$ cat config.mk
export PLATFORM = sky130hd
export DESIGN_NAME = cell_mem_arbiter
export DESIGN_NICKNAME = d
export VERILOG_FILES = /design/src/rtl/cell_mem_arbiter_pkg.sv /design/src/rtl/cell_mem_arbiter_read_tag_pipe.sv /design/src/rtl/cell_mem_arbiter.sv
export SDC_FILE = /design/constraint.sdc
export NUM_CORES = 1
export LEC_CHECK = 0
export CAP_MARGIN = 10
export CORE_MARGIN = 2
export CORE_UTILIZATION = 40
export CTS_CLUSTER_SIZE = 14
export DETAILED_ROUTE_END_ITERATION = 10
export DONT_BUFFER_PORTS = 1
export SETUP_SLACK_MARGIN = 0.4
export SYNTH_ARGS = -nofsm -noshare
export SYNTH_HDL_FRONTEND = slang
export SYNTH_HIERARCHICAL = 1
export SYNTH_SLANG_ARGS = --single-unit
$ cat constraint.sdc
create_clock -name clk_in -period 2.2 [get_ports clk_in]
set_clock_uncertainty 0.05 [all_clocks]
set_input_delay 0.22 -clock clk_in [delete_from_list [all_inputs] [get_ports clk_in]]
set_output_delay 0.22 -clock clk_in [all_outputs]
set_load 0.05 [all_outputs]
$ cat src/rtl/cell_mem_arbiter_pkg.sv
// Shared types for the cell-memory arbiter: requester identifiers carried
// alongside grants and through the read-return tag pipeline.
`timescale 1ns/1ps
package cell_mem_arbiter_pkg;

   typedef enum logic [1:0] {
      REQ_NONE   = 2'd0,
      REQ_RENDER = 2'd1,
      REQ_LOGIC  = 2'd2,
      REQ_EDIT   = 2'd3
   } req_id_t;

endpackage

$ cat src/rtl/cell_mem_arbiter_read_tag_pipe.sv
// Requester-ID shift register that follows each read through the memory's
// fixed latency, so returning data can be steered to its owner.
`timescale 1ns/1ps
module read_tag_pipe
   import cell_mem_arbiter_pkg::*;
#(
   parameter int READ_LAT = 2
) (
   input  logic    clk_in,
   input  logic    clear,
   input  req_id_t tag_push,
   output req_id_t tag_pop
);

   req_id_t stage [READ_LAT];

   always_ff @(posedge clk_in) begin
      // NOTE: the stages are cleared on reset, unlike a data RAM, because a stale tag would fire a spurious rvalid.
      if (clear) begin
         for (int i = 0; i < READ_LAT; i++) stage[i] <= REQ_NONE;
      end else begin
         stage[0] <= tag_push;
         for (int i = 1; i < READ_LAT; i++) stage[i] <= stage[i-1];
      end
   end

   assign tag_pop = stage[READ_LAT-1];

endmodule

$ cat src/rtl/cell_mem_arbiter.sv
// Single-port cell-memory arbiter: render has strict priority, logic and edit
// alternate round-robin; read data is steered back by a requester-ID tag pipe.
`timescale 1ns/1ps
module cell_mem_arbiter
   import cell_mem_arbiter_pkg::*;
#(
   parameter int ADDR_W   = 16,
   parameter int DATA_W   = 8,
   parameter int READ_LAT = 2
) (
   input  logic              clk_in,
   input  logic              rst_in,
   input  logic              render_req_in,
   input  logic [ADDR_W-1:0] render_addr_in,
   input  logic              logic_req_in,
   input  logic              logic_we_in,
   input  logic [ADDR_W-1:0] logic_addr_in,
   input  logic [DATA_W-1:0] logic_wdata_in,
   input  logic              edit_req_in,
   input  logic              edit_we_in,
   input  logic [ADDR_W-1:0] edit_addr_in,
   input  logic [DATA_W-1:0] edit_wdata_in,
   output logic              render_gnt_out,
   output logic              logic_gnt_out,
   output logic              edit_gnt_out,
   output logic              render_rvalid_out,
   output logic              logic_rvalid_out,
   output logic              edit_rvalid_out,
   output logic [DATA_W-1:0] rdata_out,
   output logic              mem_en_out,
   output logic              mem_we_out,
   output logic [ADDR_W-1:0] mem_addr_out,
   output logic [DATA_W-1:0] mem_wdata_out,
   input  logic [DATA_W-1:0] mem_rdata_in
);

   req_id_t           winner;
   logic              rr_logic_q;
   logic              sel_we;
   logic [ADDR_W-1:0] sel_addr;
   logic [DATA_W-1:0] sel_wdata;
   logic              mem_en_q;
   logic              mem_we_q;
   logic [ADDR_W-1:0] mem_addr_q;
   logic [DATA_W-1:0] mem_wdata_q;
   req_id_t           mem_tag_q;
   req_id_t           ret_tag;

   always_comb begin
      // NOTE: every output of this block gets a default first, so no path can infer a latch.
      winner    = REQ_NONE;
      sel_we    = 1'b0;
      sel_addr  = '0;
      sel_wdata = '0;
      if (!rst_in) begin
         if (render_req_in)                                  winner = REQ_RENDER;
         else if (logic_req_in && (!edit_req_in || rr_logic_q)) winner = REQ_LOGIC;
         else if (edit_req_in)                               winner = REQ_EDIT;
      end
      case (winner)
         REQ_RENDER: sel_addr = render_addr_in;
         REQ_LOGIC: begin
            sel_we    = logic_we_in;
            sel_addr  = logic_addr_in;
            sel_wdata = logic_wdata_in;
         end
         REQ_EDIT: begin
            sel_we    = edit_we_in;
            sel_addr  = edit_addr_in;
            sel_wdata = edit_wdata_in;
         end
         default: ;
      endcase
   end

   always_ff @(posedge clk_in) begin
      // NOTE: sequential state uses non-blocking assignments so every flop samples pre-edge values.
      if (rst_in) begin
         rr_logic_q  <= 1'b1;
         mem_en_q    <= 1'b0;
         mem_we_q    <= 1'b0;
         mem_addr_q  <= '0;
         mem_wdata_q <= '0;
         mem_tag_q   <= REQ_NONE;
      end else begin
         mem_en_q    <= (winner != REQ_NONE);
         mem_we_q    <= sel_we;
         mem_addr_q  <= sel_addr;
         mem_wdata_q <= sel_wdata;
         mem_tag_q   <= (winner != REQ_NONE && !sel_we) ? winner : REQ_NONE;
         if (winner == REQ_LOGIC)     rr_logic_q <= 1'b0;
         else if (winner == REQ_EDIT) rr_logic_q <= 1'b1;
      end
   end

   // The tag enters alongside the address, so it emerges as the data arrives.
   read_tag_pipe #(.READ_LAT(READ_LAT)) u_tag_pipe (
      .clk_in   (clk_in),
      .clear    (rst_in),
      .tag_push (mem_tag_q),
      .tag_pop  (ret_tag)
   );

   assign render_gnt_out    = (winner == REQ_RENDER);
   assign logic_gnt_out     = (winner == REQ_LOGIC);
   assign edit_gnt_out      = (winner == REQ_EDIT);

   // Reset masks the port immediately rather than one edge later.
   assign mem_en_out        = mem_en_q & ~rst_in;
   assign mem_we_out        = mem_we_q & ~rst_in;
   assign mem_addr_out      = rst_in ? '0 : mem_addr_q;
   assign mem_wdata_out     = rst_in ? '0 : mem_wdata_q;

   assign render_rvalid_out = (ret_tag == REQ_RENDER) & ~rst_in;
   assign logic_rvalid_out  = (ret_tag == REQ_LOGIC)  & ~rst_in;
   assign edit_rvalid_out   = (ret_tag == REQ_EDIT)   & ~rst_in;
   assign rdata_out         = mem_rdata_in;

endmodule

* Yosys cells after proc, flatten, opt, wreduce, memory -nomap -nowiden *
Memories as Yosys holds them, arrays and structs flattened.
Cells that the tools add are included.
Widths: inputs -> output; s select.

storage, ports and cells
  memories = 1
  output and inout bits = 40
  RAM bits = 4
  bits in registers = 29
  word-level logic and storage cells = 46

cells by class
  multiplexer cells = 16
  reductions and logical operators = 8
  equality and inequality tests = 6
  bitwise operators = 9

memory list
  name              words  width  read ports  clocked after memory_dff  write ports  RTL line                              source
  u_tag_pipe.stage  2      2      2           0                         2            cell_mem_arbiter_read_tag_pipe.sv:15  req_id_t stage [READ_LAT];

operator list
  operator            count
  $pmux 16 s3         1
  $mux 16             1
  $pmux 8 s2          1
  $mux 2              6
  $eq 2x2->1 const B  4
  $mux 8              1
  $and 1x1->1         5
  $mux 1              5
  $eq 2x1->1 const B  2
  $reduce_bool 2->1   2
  $logic_and 1x1->1   2
  $logic_not 1->1     2
  $not 1->1           2
  $or 1x1->1          2
  $pmux 1 s2          1
  $reduce_or 2->1     1
  $logic_or 1x1->1    1

* Longest topological paths before layout *
Gate-level depths: netlist of the first run.

  depth after elaboration = 12
  gate-level depth with buffers = 5
  depth with buffers taken out = 3

* Hierarchy *
The synthesis of the first run kept the hierarchy.

by module, submodules not included
  module            area each (µm²)  times used  seq. area each (µm²)  cells an instance
  cell_mem_arbiter  1320.0           1           580.6                 133
  read_tag_pipe     120.1            1           80.1                  10

* Least setup slack after synthesis of the first run *
OpenSTA, ideal clock, no wires.

  path kind = in2out
  start point = input port rst_in
  end point = output port logic_rvalid_out
  arrival time = 1.591 ns
  buffers on the path = 1
  path slack = 0.339 ns
  cell stages on the path = 2
  required time = 1.930 ns
  cells stage by stage = clkbuf_1 > nor3b_1

between the ends
  word-level cells in the longest chain between the ends = 2

ends and longest elaborated chain
  what             RTL line                 source
  start, declared  cell_mem_arbiter.sv:12   input logic rst_in,
  $not 1->1        cell_mem_arbiter.sv:115  assign logic_rvalid_out = (ret_tag == REQ_LOGIC) & ~rst_in;
  $and 1x1->1      cell_mem_arbiter.sv:115
  end, declared    cell_mem_arbiter.sv:27   output logic logic_rvalid_out,

Every way passes these cells.

* Worst setup path in the final report of the first run *
  start point = register rr_logic_q
  end point = output port logic_gnt_out

between the ends
  word-level cells in the longest chain between the ends = 6

ends and longest elaborated chain
  what                    RTL line                 source
  start, declared         cell_mem_arbiter.sv:38   logic rr_logic_q;
  start signal, assigned  cell_mem_arbiter.sv:79   rr_logic_q <= 1'b1;
  start signal, assigned  cell_mem_arbiter.sv:91   if (winner == REQ_LOGIC) rr_logic_q <= 1'b0;
  start signal, assigned  cell_mem_arbiter.sv:92   else if (winner == REQ_EDIT) rr_logic_q <= 1'b1;
  $logic_or 1x1->1        cell_mem_arbiter.sv:57   else if (logic_req_in && (!edit_req_in || rr_logic_q)) winner = REQ_LOGIC;
  $logic_and 1x1->1       cell_mem_arbiter.sv:57
  $mux 2                  cell_mem_arbiter.sv:57
  $mux 2                  cell_mem_arbiter.sv:56   if (render_req_in) winner = REQ_RENDER;
  $mux 2                  cell_mem_arbiter.sv:55   if (!rst_in) begin
  $eq 2x2->1              cell_mem_arbiter.sv:105  assign logic_gnt_out = (winner == REQ_LOGIC);
  end, declared           cell_mem_arbiter.sv:24   output logic logic_gnt_out,

Every way passes these cells.

==> results of run 1 <==
## layout make-up
| type | count | area [sq um] | share of cell area [%] |
|---|---|---|---|
| multi-input combinational | 89 | 658.1 | 29.42 |
| clock buffer | 7 | 55.05 | 2.461 |
| tap | 46 | 57.56 | 2.573 |
| sequential | 33 | 660.6 | 29.53 |
| timing repair buffer | 87 | 798.3 | 35.68 |
| inverter | 2 | 7.507 | 0.3356 |
## synth_stat cells
cell type	n	area, sq um
or3_1	1	6.260
nor2_1	2	7.510
clkbuf_1	4	15.01
dfxtp_1	33	660.6
buf_4	12	90.09
buf_2	2	10.01
and2_0	1	6.260
a221o_1	17	170.2
nor2b_1	32	200.2
nor3b_1	2	15.01
a22o_1	9	78.83
nor3_4	1	16.27
and3_1	1	6.260
nand2_1	2	7.510
and2_1	15	93.84
buf_6	1	11.26
nand3b_1	1	7.510
inv_1	2	7.510
or2_1	1	6.260
and3b_1	1	8.760
a21oi_1	2	10.01
nor3_1	1	5.000
## placed cells by master (no fill, tap or decap), drive strengths merged
master        n
dlygate4sd3  53
buf          34
dfxtp        33
nor2b        32
a221o        17
and2         16
a22o          9
clkbuf        7
nand2         2
nor2          2
inv           2
nor3b         2
a21oi         2
nor3          2
and3          1
or2           1
and3b         1
nand3b        1
or3           1
## worst min-delay path by stage
stage                  startpoint                endpoint  slack (ns)  cells past startpoint
finish                logic_we_in            mem_tag_q[1]        0.04                      2
floorplan                  rst_in  u_tag_pipe/stage[0][0]        0.24                      1
CTS                   logic_we_in            mem_tag_q[1]        0.02                      2
global route        render_req_in            mem_tag_q[0]       0.008                      2
detailed placement         rst_in  u_tag_pipe/stage[0][1]        0.25                      1
global placement           rst_in  u_tag_pipe/stage[0][2]        0.25                      1
## kinds of logic (layout without fill, tap and decap cells)
logic type / after synthesis / count (layout) / synth area share [%]
and+or+nand+nor: 61 / 61 / 26.85
buffers and inverters: 21 / 96 / 9.296
DFF: 33 / 33 / 45.87
AOI/OAI and AO/OA: 28 / 28 / 17.98
## power breakdown
part | total [mW] | switching (mW) | internal [mW]
combinational | 0.288 | 0.145 | 0.143
clock | 0.329 | 0.178 | 0.151
sequential | 0.641 | 0.00788 | 0.633
## metal layers
layer  share of wire, %  track usage, %
met3                6.5           5.282
met5                  0               0
met1                 32           19.16
met2                 58           40.36
met4                3.2           11.96
## stage by stage
step                instance area, sq um  setup slack, ns  util, %
global route                        2237           0.4973    66.00
global placement                    1629           0.7463    48.06
CTS                                 2215           0.4584    65.34
finish                              2237           0.5670    66.00
detailed placement                  1629           0.7192    48.06
floorplan                           1440           0.3387        -
## critical path, cell delays in order, from the launching register on
cell and delay [ns]:
dfxtp_1 0.36, nor2b_1 0.10, nor3_4 0.35, buf_12 0.22
## flip-flops by register name (all words and copies together), names as in the netlist
register,flops
mem_addr_q,16
mem_en_q,1
mem_tag_q,2
mem_wdata_q,8
mem_we_q,1
rr_logic_q,1
u_tag_pipe/stage,4
## repair_timing
action | 4_1_cts | 5_1_grt
endpoints found under the setup margin | 0 | 1
setup buffers | 0 | 3
hold endpoints to repair | 32 | 0
gates resized for setup | 0 | 0
hold buffers | 53 | 0
==> run metrics, run 1 <==
row count=21; DRC=0; Post-Layout Cell Count=about 260; ANT cells=0; fin crit period=1.633 ns; critical path class=reg2out; Worst setup EP type=output pin; register area share after synthesis=45.87%; CTS buffer count=5; Detail Placement HPWL=2370 um; critical path fanouts, max=15; CP Capture Point=logic_gnt_out; largest net degree at the start of global routing=34; Max Fclk=612.4 MHz; Initial DRT Pass Iterations=4; Clock Latency Late Sink=between 0.3 and 0.4 ns; CTS Sinks=33; Total Routed Length=4145 um; worst hold slack=0.03751 ns; maximum vdd drop=330.5 uV; Syn Inst Count=143; Mean Syn Cell Area=10.07 sq um; chip width=64 um; first-pass GRT wire length=about 6400 um; IO Count=~120; Initial Util=42.49%; GRT Residual Overflow=0; worst setup path start=rr_logic_q; vias in the first global route=1329; worst path required time=1.93 ns; root buffer cell=clkbuf_4; Die ar.=4096 sq um; Die Ht=64 um; Post-Synthesis Cell Area=1440 sq um; CTS Buffer Depth=2; Reg-to-Reg Start=rr_logic_q; Startpoint Class=flop; crit path DAT=1.36 ns; Routed Antenna Nets=0; initial antenna violation count=0; Final #Nets=297; Iter 0 DRT Violations=34; Overall Global Routing Usage=20.79%; synth unique cells=22; final setup violating endpoints=0; # Max-Cap Violations=0; Vias=between 1000 and 1500; leakage power=0.9696 nW; CTS tree=yes; drt via density=approximately 5.1; Slew HR=65.28%; RD Place Congestion=between 0.8 and 0.9; layout cells sized above 1=between 20 and 25%; Fillers=between 200 and 300; H-tree depth=2; Overall Power=1.258 mW; fin crit share=around three quarters; dpl cells=201; Power Density=~560 nW/um^2; Worst-path clk slew=roughly 0.09 ns; status=completed; Core Area=3390 sq um; Avg WL per Cell=15.70 um; synth warn=6; r2r endpoint=mem_addr_q[1]; Worst Reg-to-Reg Cells=4; Port Buffers=0; setup TNS=0 ns; Syn Nets=approximately 220; FF+latch count, synth=33; Least-Margin Pin Slew=0.5184 ns; unrepaired setup endpoints after global routing=false; r2r setup slk=0.73 ns; worst hold path class=in2reg; max-slew violations=0; Hold Vio Cnt, Final=0; Layout area overhead=55.34%
No activity file was read; power rests on OpenSTA's default activity.
==> run 2: changes to the inputs <==
- ABC_AREA: not set -> 1
- clock period: 2.2 -> 1.6 ns (I/O delays scaled with it)
==> run 2 against run 1 <==
  * Cell area up 14%
  * Synthesized cell count up 61%
  * Clock power up 89%
  * Worst setup slack worse by 0.34 ns
  * Sequential share of layout area down 3.2 points
  * Final cell count up 32%
  * Worst hold slack worse by 0.028 ns
==> run metrics, run 2 <==
Worst setup EP type=output pin; RD Place Congestion=0.8366 (+1.6%); Total Routed Length=5195 um (+25%); synth top area cells=dfxtp_1, nand2_1, nand3_1; drt via density=4.966 (-2.3%); commonest non-fill, non-tap cells in the layout=dlygate4sd3_1, nand2_1, nand3_1; Initial DRT Pass Iterations=4 (unchanged); # Max-Cap Violations=0 (unchanged); Biggest register=mem_addr_q; Synth top cells by count=nand2_1, nor2_1, dfxtp_1, inv_1, nand3_1; Worst-path clk slew=0.06 ns (-0.03 ns); Routed Antenna Nets=0 (unchanged); Least-Margin Pin Slew=0.5581 ns (+0.03972 ns); r2r endpoint=mem_addr_q[5]; Slew HR=62.67% (-2.6 points); vias in the first global route=1735 (+31%); synth unique cells=18 (-18%); Core Area=3744 sq um (+10%); fraction of registers with async set or reset after synthesis=0% (unchanged); slowest CP cell=dfxtp_2; Sequential Area=669.4 sq um (+1.3%); synth warn=6 (unchanged); Final #Nets=379 (+28%); IO Count=119 (unchanged); FF+latch count, synth=33 (unchanged); Mean Syn Cell Area=6.920 sq um (-31%); most common cell after layout, fill and taps aside=dlygate4sd3_1; Clock Latency Late Sink=0.27 ns (-0.05 ns); worst path required time=1.39 ns (-0.54 ns); CTS Buffer Depth=2 (unchanged); H-tree depth=2 (unchanged); Syn Inst Count=230 (+61%); Syn Nets=309 (+39%); Startpoint Class=flop; number of synthesized flops with an enable pin=0 (unchanged); Overall Power=2.015 mW (+60%); Core Util, Final=67.85% (+1.8 points); Vias=1728 (+29%); fin crit share=85.96%; crit-path cells=nand2_2 > nand2_4 > nand2_4 > nand2_4 > nor2_4 > buf_12; CTS buffer count=5 (unchanged); critical path class=reg2out; Layout area overhead=59.59%; worst hold path class=in2reg; Worst Reg-to-Reg Cells=8 (+4); layout cells sized above 1=23.00% (+2.8 points); CTS Sinks=33 (unchanged); most used cell, CP=nand2_4; Hold Vio Cnt, Final=0 (unchanged); leakage power=1.136 nW (+17%); register area share after synthesis=41.51% (-4.4 points); Adder-Cell Fraction of Synth Area=0% (unchanged); Reg-to-Reg Start=rr_logic_q; setup TNS=0 ns (unchanged); Iter 0 DRT Violations=77 (+130%); ANT cells=0 (unchanged); Post-Synthesis Cell Area=1592 sq um (+11%); GRT Residual Overflow=0 (unchanged); Fillers=312 (+20%); r2r setup slk=0.37 ns (-0.36 ns); HP Start=edit_addr_in[10]; status=completed; DRC=0 (unchanged); row count=22 (+4.8%); area of the multi-input gates=773.2 sq um (+17%); main combinational cell family by area after synthesis=simple AND/OR/NAND/NOR gates; biggest regs=mem_addr_q: 16 flops, mem_wdata_q: 8 flops, u_tag_pipe/stage: 4 flops; Die ar.=4499 sq um (+9.8%); root buffer cell=clkbuf_8; Detail Placement HPWL=2875 um (+21%); maximum vdd drop=566.2 uV (+71%); largest net degree at the start of global routing=33 (-2.9%); dominant synthesized flop cell=dfxtp_1; Max Fclk=727.1 MHz; Initial Util=42.51% (about the same); Die Ht=67.08 um (+4.8%); CTS tree=yes; fin crit period=1.375 ns; Power Density=793.3 nW/um^2 (+41%); Synth Area in XOR/XNOR=0% (unchanged); max-slew violations=0 (unchanged); Overall Global Routing Usage=23.75% (+3.0 points); Yosys top cell by area=dfxtp_1; Port Buffers=0 (unchanged); CP top delay family=simple AND/OR/NAND/NOR gates; WP buf/inv=1 (unchanged); first-pass GRT wire length=7797 um (+23%); chip width=67.08 um (+4.8%); initial antenna violation count=0 (unchanged); Post-Synth Simple-Gate Area=40.80% (+14 points); critical path fanouts, max=4 (-11); post-synthesis mux area share=0% (unchanged); crit-path max cell delay=0.32 ns (-0.04 ns); hold path depth=2 (unchanged); Yosys top cell area share=41.51% (-4.4 points); top-count cell post-synth=nand2_1; post-synthesis compound-gate area fraction=0.3145% (-18 points); crit path DAT=1.17 ns (-0.19 ns); final setup violating endpoints=0 (unchanged); Avg WL per Cell=14.93 um (-4.9%); number of flip-flops in the largest register=16 (unchanged); Worst Hold Path EP=mem_addr_q[10]; unrepaired setup endpoints after global routing=true
-- run 2: worst max-delay path by stage --
stage | start | to | cells past startpoint
2_1_floorplan | rst_in | mem_addr_out[10] | 3
3_3_place_gp | rr_logic_q | logic_gnt_out | 5
3_5_place_dp | rr_logic_q | logic_gnt_out | 5
4_1_cts | u_tag_pipe/stage[0][3] | edit_rvalid_out | 2
5_1_grt | rr_logic_q | render_gnt_out | 6
6_report | rr_logic_q | render_gnt_out | 6
-- run 2: timing repair --
action,4_1_cts,5_1_grt
setup buffers,5,0
pin swaps,5,4
hold endpoints to repair,29,0
setup endpoints to repair,27,32
resized for setup,28,8
hold buffers,48,0
-- run 2: kinds of logic (layout without fill, tap and decap cells) --
family | Yosys count | count (layout)
AOI/OAI and AO/OA | 1 | 1
DFF | 33 | 33
buffers and inverters | 56 | 126
and+or+nand+nor | 140 | 140
-- run 2: cell type report --
| cell class | count | share of cell area, % |
|---|---|---|
| clock buffer | 7 | 3.399 |
| inverter | 35 | 5.567 |
| timing repair buffer | 84 | 31.87 |
| sequential | 33 | 26.35 |
| tap | 48 | 2.365 |
| multi-input combinational | 141 | 30.44 |
-- run 2: per-stage QoR --
step           setup WS, ns  hold slack, ns  area (sq um)  cells
3_5_place_dp         0.2605          0.1869          1803    288
5_1_grt              0.1519         0.01182          2540    348
6_report             0.2247        0.009878          2540    348
3_3_place_gp         0.3053          0.1847          1803    288
4_1_cts              0.1817        0.004863          2516    348
2_1_floorplan        0.2290          0.1812          1647    230
-- run 2: report_power, final --
group / total (mW) / internal, mW / switching [mW] / leakage, nW
combinational: 0.501 / 0.206 / 0.296 / 0.818
sequential: 0.893 / 0.877 / 0.0166 / 0.273
clock: 0.621 / 0.341 / 0.280 / 0.0443
total: 2.02 / 1.42 / 0.592 / 1.14
-- run 2: layer usage --
layer / up-vias / global-route usage [%] / wire length (um)
li1: 850 / - / -
met1: 770 / 24.77 / 1945
met2: 94 / 42.70 / 2745
met3: 14 / 7.770 / 376
met4: 0 / 10.71 / 127
met5: - / 0 / 0
